<file path="config.mk">
export PLATFORM = sky130hd
export DESIGN_NAME = clk_div_multi_flat
export DESIGN_NICKNAME = d
export VERILOG_FILES = /design/src/rtl/clk_div_multi_if.sv /design/src/rtl/clk_div_multi.sv /design/src/flat_wrapper.sv
export SDC_FILE = /design/constraint.sdc
export NUM_CORES = 1
export LEC_CHECK = 0
export CORE_MARGIN = 8
export CORE_UTILIZATION = 58
export CTS_CLUSTER_SIZE = 12
export DETAILED_ROUTE_END_ITERATION = 10
export GPL_ROUTABILITY_DRIVEN = 0
export GPL_TIMING_DRIVEN = 0
export PLACE_DENSITY = 0.88
export RECOVER_POWER = 50
export SKIP_LAST_GASP = 1
export SLEW_MARGIN = 25
export SYNTH_ARGS = -nofsm -noshare
export SYNTH_HDL_FRONTEND = slang
export SYNTH_SLANG_ARGS = --single-unit
</file>
<file path="constraint.sdc">
create_clock -name CLK -period 6 [get_ports CLK]
set_input_delay 1.2 -clock CLK [delete_from_list [all_inputs] [get_ports CLK]]
set_output_delay 1.2 -clock CLK [all_outputs]
set_load 0.02 [all_outputs]
</file>
<file path="src/rtl/clk_div_multi_if.sv">
// ----------------------------------------------------------------------------
// clk_div_multi_if
// Bundles the control inputs and the per-channel outputs of clk_div_multi.
//   ch_en    : per-channel run enable
//   sync_rst : restart all channels at count 0 (phase align)
//   cfg_wr   : one-cycle divisor write strobe
//   cfg_ch   : target channel of cfg_wr
//   cfg_div  : new divisor (values below 2 are clamped to 2)
//   ch_out   : divided square wave per channel
//   ch_tick  : one-cycle strobe on the last cycle of each period
//   ch_pend  : written divisor not yet in effect
// The master drives configuration and reads the outputs; the divider is the
// slave.
// ----------------------------------------------------------------------------
interface clk_div_multi_if #(
  parameter int N_CH  = 4,
  parameter int DIV_W = 20
);
  logic [N_CH-1:0]  ch_en;
  logic             sync_rst;
  logic             cfg_wr;
  logic [3:0]       cfg_ch;
  logic [DIV_W-1:0] cfg_div;
  logic [N_CH-1:0]  ch_out;
  logic [N_CH-1:0]  ch_tick;
  logic [N_CH-1:0]  ch_pend;

  modport master (
    output ch_en, sync_rst, cfg_wr, cfg_ch, cfg_div,
    input  ch_out, ch_tick, ch_pend
  );

  modport slave (
    input  ch_en, sync_rst, cfg_wr, cfg_ch, cfg_div,
    output ch_out, ch_tick, ch_pend
  );
endinterface

</file>
<file path="src/rtl/clk_div_multi.sv">
// ----------------------------------------------------------------------------
// clk_div_multi
// N-channel runtime-programmable clock divider / tick generator.
// Each channel counts 0..active_div-1 and produces a square wave (low for
// floor(D/2) cycles, high for ceil(D/2) cycles) and a one-cycle tick on the
// last count of the period. New divisors are held in a shadow register and
// only take over at a period boundary, on a sync restart, or while the
// channel is disabled, so the output never glitches mid-period.
// Ports:
//   CLK   : system clock, all logic on posedge
//   RST_N : synchronous active-low reset (count=0, divisors=DEF_DIV)
//   bus   : clk_div_multi_if slave modport (controls and channel outputs)
// ----------------------------------------------------------------------------
module clk_div_multi #(
  parameter int N_CH    = 4,
  parameter int DIV_W   = 20,
  parameter int DEF_DIV = 50000
) (
  input  logic           CLK,
  input  logic           RST_N,
  clk_div_multi_if.slave bus
);

  localparam logic [DIV_W-1:0] DEF_DIV_V = DIV_W'(DEF_DIV);
  localparam logic [DIV_W-1:0] MIN_DIV   = DIV_W'(2);
  localparam logic [DIV_W-1:0] ONE_V     = DIV_W'(1);
  localparam logic [DIV_W-1:0] ZERO_V    = DIV_W'(0);
  localparam logic [4:0]       N_CH_V    = 5'(N_CH);

  // Divisors of 0 and 1 cannot form a period with both a low and a high phase.
  function automatic logic [DIV_W-1:0] clamp_div(input logic [DIV_W-1:0] d);
    logic [DIV_W-1:0] res;
    if (d < MIN_DIV) begin
      res = MIN_DIV;
    end else begin
      res = d;
    end
    return res;
  endfunction

  // Per-channel state
  logic [DIV_W-1:0] r_count  [N_CH];
  logic [DIV_W-1:0] r_active [N_CH];
  logic [DIV_W-1:0] r_shadow [N_CH];
  logic [N_CH-1:0]  r_pend;
  logic [N_CH-1:0]  r_out;
  logic [N_CH-1:0]  r_tick;

  // Next-state values
  logic [DIV_W-1:0] w_count_nx  [N_CH];
  logic [DIV_W-1:0] w_active_nx [N_CH];
  logic [DIV_W-1:0] w_shadow_nx [N_CH];
  logic [N_CH-1:0]  w_pend_nx;
  logic [N_CH-1:0]  w_out_nx;
  logic [N_CH-1:0]  w_tick_nx;
  logic [N_CH-1:0]  w_wrap;
  logic [N_CH-1:0]  w_apply;
  logic [N_CH-1:0]  w_hit;
  logic             w_cfg_valid;
  logic [DIV_W-1:0] w_cfg_div_cl;

  // Writes addressed beyond the last channel are dropped.
  assign w_cfg_valid  = bus.cfg_wr && ({1'b0, bus.cfg_ch} < N_CH_V);
  assign w_cfg_div_cl = clamp_div(bus.cfg_div);

  // Per-channel next state: disable > sync restart > wrap > increment.
  always_comb begin
    w_pend_nx = r_pend;
    w_out_nx  = '0;
    w_tick_nx = '0;
    w_wrap    = '0;
    w_apply   = '0;
    w_hit     = '0;
    for (int i = 0; i < N_CH; i++) begin
      w_count_nx[i]  = r_count[i];
      w_active_nx[i] = r_active[i];
      w_shadow_nx[i] = r_shadow[i];

      w_wrap[i] = (r_count[i] == (r_active[i] - ONE_V));
      w_hit[i]  = w_cfg_valid && (bus.cfg_ch == 4'(i));

      if (!bus.ch_en[i]) begin
        w_count_nx[i] = ZERO_V;
        w_apply[i]    = r_pend[i];
      end else if (bus.sync_rst) begin
        w_count_nx[i] = ZERO_V;
        w_apply[i]    = r_pend[i];
      end else if (w_wrap[i]) begin
        w_count_nx[i] = ZERO_V;
        w_apply[i]    = r_pend[i];
      end else begin
        w_count_nx[i] = r_count[i] + ONE_V;
        w_apply[i]    = 1'b0;
      end

      // A pending divisor takes over only where a new period begins.
      if (w_apply[i]) begin
        w_active_nx[i] = r_shadow[i];
        w_pend_nx[i]   = 1'b0;
      end else begin
        w_active_nx[i] = r_active[i];
        w_pend_nx[i]   = r_pend[i];
      end

      // A write on the same edge as a boundary lands in the shadow and waits
      // for the following boundary; the old shadow has already been applied.
      if (w_hit[i]) begin
        w_shadow_nx[i] = w_cfg_div_cl;
        w_pend_nx[i]   = 1'b1;
      end else begin
        w_shadow_nx[i] = r_shadow[i];
      end

      // Outputs are computed from the next count so they line up with it.
      if (bus.ch_en[i]) begin
        w_out_nx[i]  = (w_count_nx[i] >= (w_active_nx[i] >> 1));
        w_tick_nx[i] = (w_count_nx[i] == (w_active_nx[i] - ONE_V));
      end else begin
        w_out_nx[i]  = 1'b0;
        w_tick_nx[i] = 1'b0;
      end
    end
  end

  // State and output registers with synchronous active-low reset.
  always_ff @(posedge CLK) begin
    if (!RST_N) begin
      for (int i = 0; i < N_CH; i++) begin
        r_count[i]  <= ZERO_V;
        r_active[i] <= DEF_DIV_V;
        r_shadow[i] <= DEF_DIV_V;
      end
      r_pend <= '0;
      r_out  <= '0;
      r_tick <= '0;
    end else begin
      for (int i = 0; i < N_CH; i++) begin
        r_count[i]  <= w_count_nx[i];
        r_active[i] <= w_active_nx[i];
        r_shadow[i] <= w_shadow_nx[i];
      end
      r_pend <= w_pend_nx;
      r_out  <= w_out_nx;
      r_tick <= w_tick_nx;
    end
  end

  assign bus.ch_out  = r_out;
  assign bus.ch_tick = r_tick;
  assign bus.ch_pend = r_pend;

endmodule

</file>
<file path="src/flat_wrapper.sv">
// flat-port wrapper written by rule: the top's interface ports become plain ports
module clk_div_multi_flat 
#(
  parameter int N_CH    = 4,
  parameter int DIV_W   = 20,
  parameter int DEF_DIV = 50000
)
  (CLK, RST_N, bus_ch_en, bus_sync_rst, bus_cfg_wr, bus_cfg_ch, bus_cfg_div, bus_ch_out, bus_ch_tick, bus_ch_pend);
  clk_div_multi_if #(.N_CH(N_CH), .DIV_W(DIV_W)) bus_i ();
  input  logic CLK;
  input  logic RST_N;
  input wire logic [$bits(bus_i.ch_en)-1:0] bus_ch_en;
  input wire logic [$bits(bus_i.sync_rst)-1:0] bus_sync_rst;
  input wire logic [$bits(bus_i.cfg_wr)-1:0] bus_cfg_wr;
  input wire logic [$bits(bus_i.cfg_ch)-1:0] bus_cfg_ch;
  input wire logic [$bits(bus_i.cfg_div)-1:0] bus_cfg_div;
  output wire logic [$bits(bus_i.ch_out)-1:0] bus_ch_out;
  output wire logic [$bits(bus_i.ch_tick)-1:0] bus_ch_tick;
  output wire logic [$bits(bus_i.ch_pend)-1:0] bus_ch_pend;
  assign bus_i.ch_en = bus_ch_en;
  assign bus_i.sync_rst = bus_sync_rst;
  assign bus_i.cfg_wr = bus_cfg_wr;
  assign bus_i.cfg_ch = bus_cfg_ch;
  assign bus_i.cfg_div = bus_cfg_div;
  assign bus_ch_out = bus_i.ch_out;
  assign bus_ch_tick = bus_i.ch_tick;
  assign bus_ch_pend = bus_i.ch_pend;
  clk_div_multi #(.N_CH(N_CH), .DIV_W(DIV_W), .DEF_DIV(DEF_DIV)) u_core (.CLK(CLK), .RST_N(RST_N), .bus(bus_i));
endmodule
</file>
==> results by stage <==
Outcome:
- The flow ran to the end, but the final reports show violations.
- The checks that failed: setup timing.

Synth:
- The complex-gate fraction of the synthesized area is 0.1499.
- The flip-flop and latch count after synthesis is 252.
- Counting distinct cell types in the post-synthesis netlist gives 96.
- After synthesis the cells add up to between 0.015 and 0.02 mm2.
- Of the total synthesized cell area, the portion taken by AND, OR, NAND and NOR gates is 0.2949.
- The dominant combinational cell family by area after synthesis is simple AND/OR/NAND/NOR gates.
- The most used flip-flop cell after synthesis is dfxtp_1.
- The area share of fa/ha/maj cells after synthesis is 0.05973.
- A synthesized cell averages just under 8 um2.
- The warning count from the yosys run is 0.
- The share of synthesized area occupied by flip-flops and latches is 0.2712.
- The count of mapped cells out of synthesis is approximately 2400.
- Measured against the total synthesized area, the mux share comes to 0.06168.
- The synthesized-area fraction occupied by xor and xnor cells is 0.1207.
- The synthesized net count is 2530.
- The async set-or-reset flop fraction in the synthesized netlist is 0.
- In this run, synthesis inferred 0 flip-flops with an integrated enable.

Layout:
- Of the cells placed in the final design, the portion with a size suffix greater than 1 is 0.07326.
- The post-route cell area is roughly 0.021 mm2.
- The filler cells instantiated in the layout total between 2000 and 3000.
- The final layout net count is between 2000 and 3000.
- The post-synthesis to final-layout area growth is 12.59%.

GRT:
- For this run, the total global-route usage over all layers was measured as 0.3083.
- The number of global-route vias before repair is roughly 19000.
- The initial antenna violation count was 1.
- The largest net degree at the start of global routing is 20.
- The first-pass GRT wire length is approximately 98000 um.
- The total overflow left after global routing is 0.

CTS:
- The number of hold-repair buffers added at the cts stage is 0.
- The buffer depth of the longest clock path is 3.
- The CTS tree is built.
- The H-tree depth is 1.
- The total clock buffers created by CTS is 27.
- The later pin in the worst-skew pair is clocked with a latency of slightly below 0.6 ns.
- The clock transition at the register clock pins on the worst setup and hold paths after CTS is 0.06 ns.
- Clock tree synthesis selected as its root buffer the cell clkbuf_16.
- For this design, the sink count on the clock tree is 252.

Place:
- During placement, the flow inserted port buffers numbering 42.
- The worst-case setup slack after placement is -1.128 ns.
- Once placement finished, the instance area stood at between 0.015 and 0.02 mm2.
- The detailed placement HPWL is 46230 um.

Worst hold path:
- The tightest min-delay check is of the reg -> reg type.

Route:
- The via count is ~20000.
- For this run, design rule violations remaining after detail routing come to 0.
- The number of violations reported at the end of detailed-routing iteration 0 is about 2800.
- The post-detailed-route count of antenna-violating nets is 0.
- The first TritonRoute pass finished after 7 iterations.
- The via density per instance is roughly 6.8.
- Wires add up to ~63000 um.
- The mean routed wirelength per cell is around 22 um.

Critical path:
- The worst setup path is captured at a register.
- STA classifies the critical path startpoint as a register.
- The endpoint arrival time on the critical path is between 6 and 7 ns.
- STA puts the critical path data required time at 6.43 ns.
- The maximum net fanout on the critical path is 10.
- The critical path is of the reg -> reg type.

Pwr:
- The overall power after layout is 3.627 mW.
- The internal portion of the total power is ~2.7 mW.
- The reported leakage power is ~8.1 nW.
- The worst voltage drop across the vdd grid is ~0.28 mV.
- The switching fraction of total power is 0.2440.
- Power spread over the standard cell area amounts to about 170 mW/mm2.
- In this run the power spent charging and discharging nets is slightly below 0.9 mW.
- Of the total power, the clock network draws 0.472.
- The share of total power dissipated in sequential elements is 0.469.
- The share of total power dissipated in combinational logic is 0.060.

STA:
- The final-report max-slew violation count is 0.
- The final worst clock skew is approximately 0.026 ns.
- Timing would allow up to roughly 0.17 GHz.
- The hold violation total from the final report is 0.
- The count of final setup violators is 1.
- For the finished layout, the period the worst path requires is 6.009 ns.
- For the pin with the worst max-slew slack, the measured transition is ~1 ns.
- The setup slack after layout is -0.008945 ns.
- Headroom to the max-slew limit came out at 0.3484.
- Dividing the final minimum period by the clock period gives 1.001.

Floorplanning:
- The floorplan core area is around 0.032 mm2.
- The number of top-level design ports is 44.
- The floorplan die area is 0.03806 mm2.
- The overall die height is 195.1 um.
- The chip width is 195.1 um.
- The initialized floorplan defines 65 standard-cell rows.
- For this configuration, the core starts out at a cell density of 0.5895.

Job:
- Across the run, the number of max-cap violations was 0.
==> power by group through the flow <==
stage	clock (mW)	sequential (mW)	combinational, mW
final	1.71	1.70	0.216
after CTS	1.72	1.70	0.204
after floorplan	0	1.73	0.109
after global routing	1.79	1.70	0.225
after detailed placement	0	1.74	0.202
after global placement	0	1.73	0.198
==> critical path, stage by stage, from the launching register on <==
cell	delay [ns]
dfxtp_1	0.33
buf_2	0.20
or4_4	0.61
o31ai_4	0.34
a21oi_1	0.14
a311o_1	0.40
a221oi_4	0.39
a31oi_4	0.16
buf_6	0.19
buf_4	0.20
buf_4	0.20
mux2i_2	0.26
inv_1	0.07
ha_1	0.28
nand2b_1	0.14
a21o_1	0.18
a21o_1	0.19
a21o_1	0.18
a21o_1	0.17
a21o_1	0.17
a21o_1	0.20
a21o_1	0.17
a21oi_1	0.17
o21ai_0	0.12
a31oi_1	0.23
o22ai_1	0.15
==> area by class of cell <==
class                      count  area, um2  area share
clock inverter                 6      95.09    0.004540
clock buffer                  39      790.8     0.03776
multi-input combinational   1972      13180      0.6291
tap                          402      503.0     0.02402
timing repair buffer          58      553.0     0.02641
buffer                       125      601.8     0.02874
sequential                   252       5045      0.2409
antenna                        1      2.502   0.0001195
inverter                      46      176.4    0.008423
==> repair_timing <==
action                                  CTS  global route
pin swaps                                 7             6
gates resized for setup                  41            61
endpoints found under the setup margin    8             7
gates cloned                              0             0
buffers inserted                          7             9
==> synth_stat cells, types with 6 or more instances <==
master,instances,area share
nand2_1,296,0.060
nor2_1,274,0.055
dfxtp_1,252,0.27
xnor2_1,140,0.066
nor3_1,127,0.034
a21oi_1,119,0.032
xor2_1,106,0.050
clkbuf_1,100,0.020
mux2i_1,95,0.051
nand3_1,89,0.024
ha_1,88,0.059
nor4_1,56,0.019
o21ai_0,53,0.014
inv_1,45,0.0091
nand4_1,41,0.014
a21o_1,37,0.015
and3_1,36,0.012
nand2b_1,36,0.012
a31oi_1,29,0.0098
or4_1,26,0.010
or3_1,25,0.0084
buf_2,23,0.0062
a211oi_1,18,0.0073
nor2b_1,17,0.0057
o211ai_1,17,0.0069
and4_1,15,0.0071
and2_1,14,0.0047
o31ai_1,14,0.0057
o22ai_1,11,0.0037
or2_2,11,0.0037
nor3b_1,10,0.0040
o21a_1,9,0.0036
a2111oi_0,8,0.0038
nand4b_1,8,0.0038
a211o_1,7,0.0033
mux2_2,7,0.0042
nand3b_1,7,0.0028
buf_1,6,0.0012
o2111ai_1,6,0.0028
==> sequential cells by signal, summed over array words and instances (netlist names) <==
name,count
u_core.r_active,80
u_core.r_count,80
u_core.r_shadow,80
u_core.bus.ch_out,4
u_core.bus.ch_pend,4
u_core.bus.ch_tick,4
==> cells in the final DEF (no fill, tap or decap), types with 36 or more instances in the layout <==
cell type  instances
nand2_1          296
nor2_1           274
dfxtp_1          252
xnor2_1          140
nor3_1           122
a21oi_1          117
xor2_1           106
clkbuf_1          89
nand3_1           89
mux2i_1           89
ha_1              86
o21ai_0           51
inv_1             45
nor4_1            44
nand4_1           41
a21o_1            37
nand2b_1          36
and3_1            36
==> per-layer routing <==
layer / vias to the layer above / global-route usage / share of wire
met1: 9111 / 0.3756 / 0.37
met4: 2 / 0.1816 / 0.070
met5: - / 0 / 0.00021
met3: 392 / 0.07204 / 0.12
met2: 1447 / 0.4924 / 0.44
li1: 8773 / - / -
==> cell families (layout without fill, tap and decap cells) <==
family / count (synthesis) / after routing
compound gates: 412 / 412
buf+inv: 186 / 274
xor+xnor: 250 / 250
mux: 108 / 108
other cells: 0 / 1
simple gates: 1113 / 1113
fa+ha+maj: 89 / 89
flops: 252 / 252
==> through the flow <==
step                  util  cells  hold slack (ns)    TNS, ns
floorplan                -   2410           0.4357          0
global placement    0.6188   2854           0.4488     -5.339
detailed placement  0.6188   2854           0.4582     -5.851
CTS                 0.6535   2902           0.4754   -0.04500
global route        0.6636   2900           0.4849    -0.2738
finish              0.6637   2901           0.4733  -0.008945
==> worst paths after layout <==
path / from / endpoint / slack [ns] / depth (start not counted)
setup / recovery: u_core.r_active[2][3]$_SDFF_PN0_ / u_core.bus.ch_out[2]$_SDFF_PN0_ / -0.009 / 25
hold / removal: u_core.r_shadow[3][18]$_SDFFE_PN0P_ / u_core.r_shadow[3][18]$_SDFFE_PN0P_ / 0.47 / 2
setup reg to reg: u_core.r_active[2][3]$_SDFF_PN0_ / u_core.bus.ch_out[2]$_SDFF_PN0_ / -0.009 / 25
hold reg to reg: u_core.r_shadow[3][18]$_SDFFE_PN0P_ / u_core.r_shadow[3][18]$_SDFFE_PN0P_ / 0.47 / 2
Power figures use the tool's default switching activity.
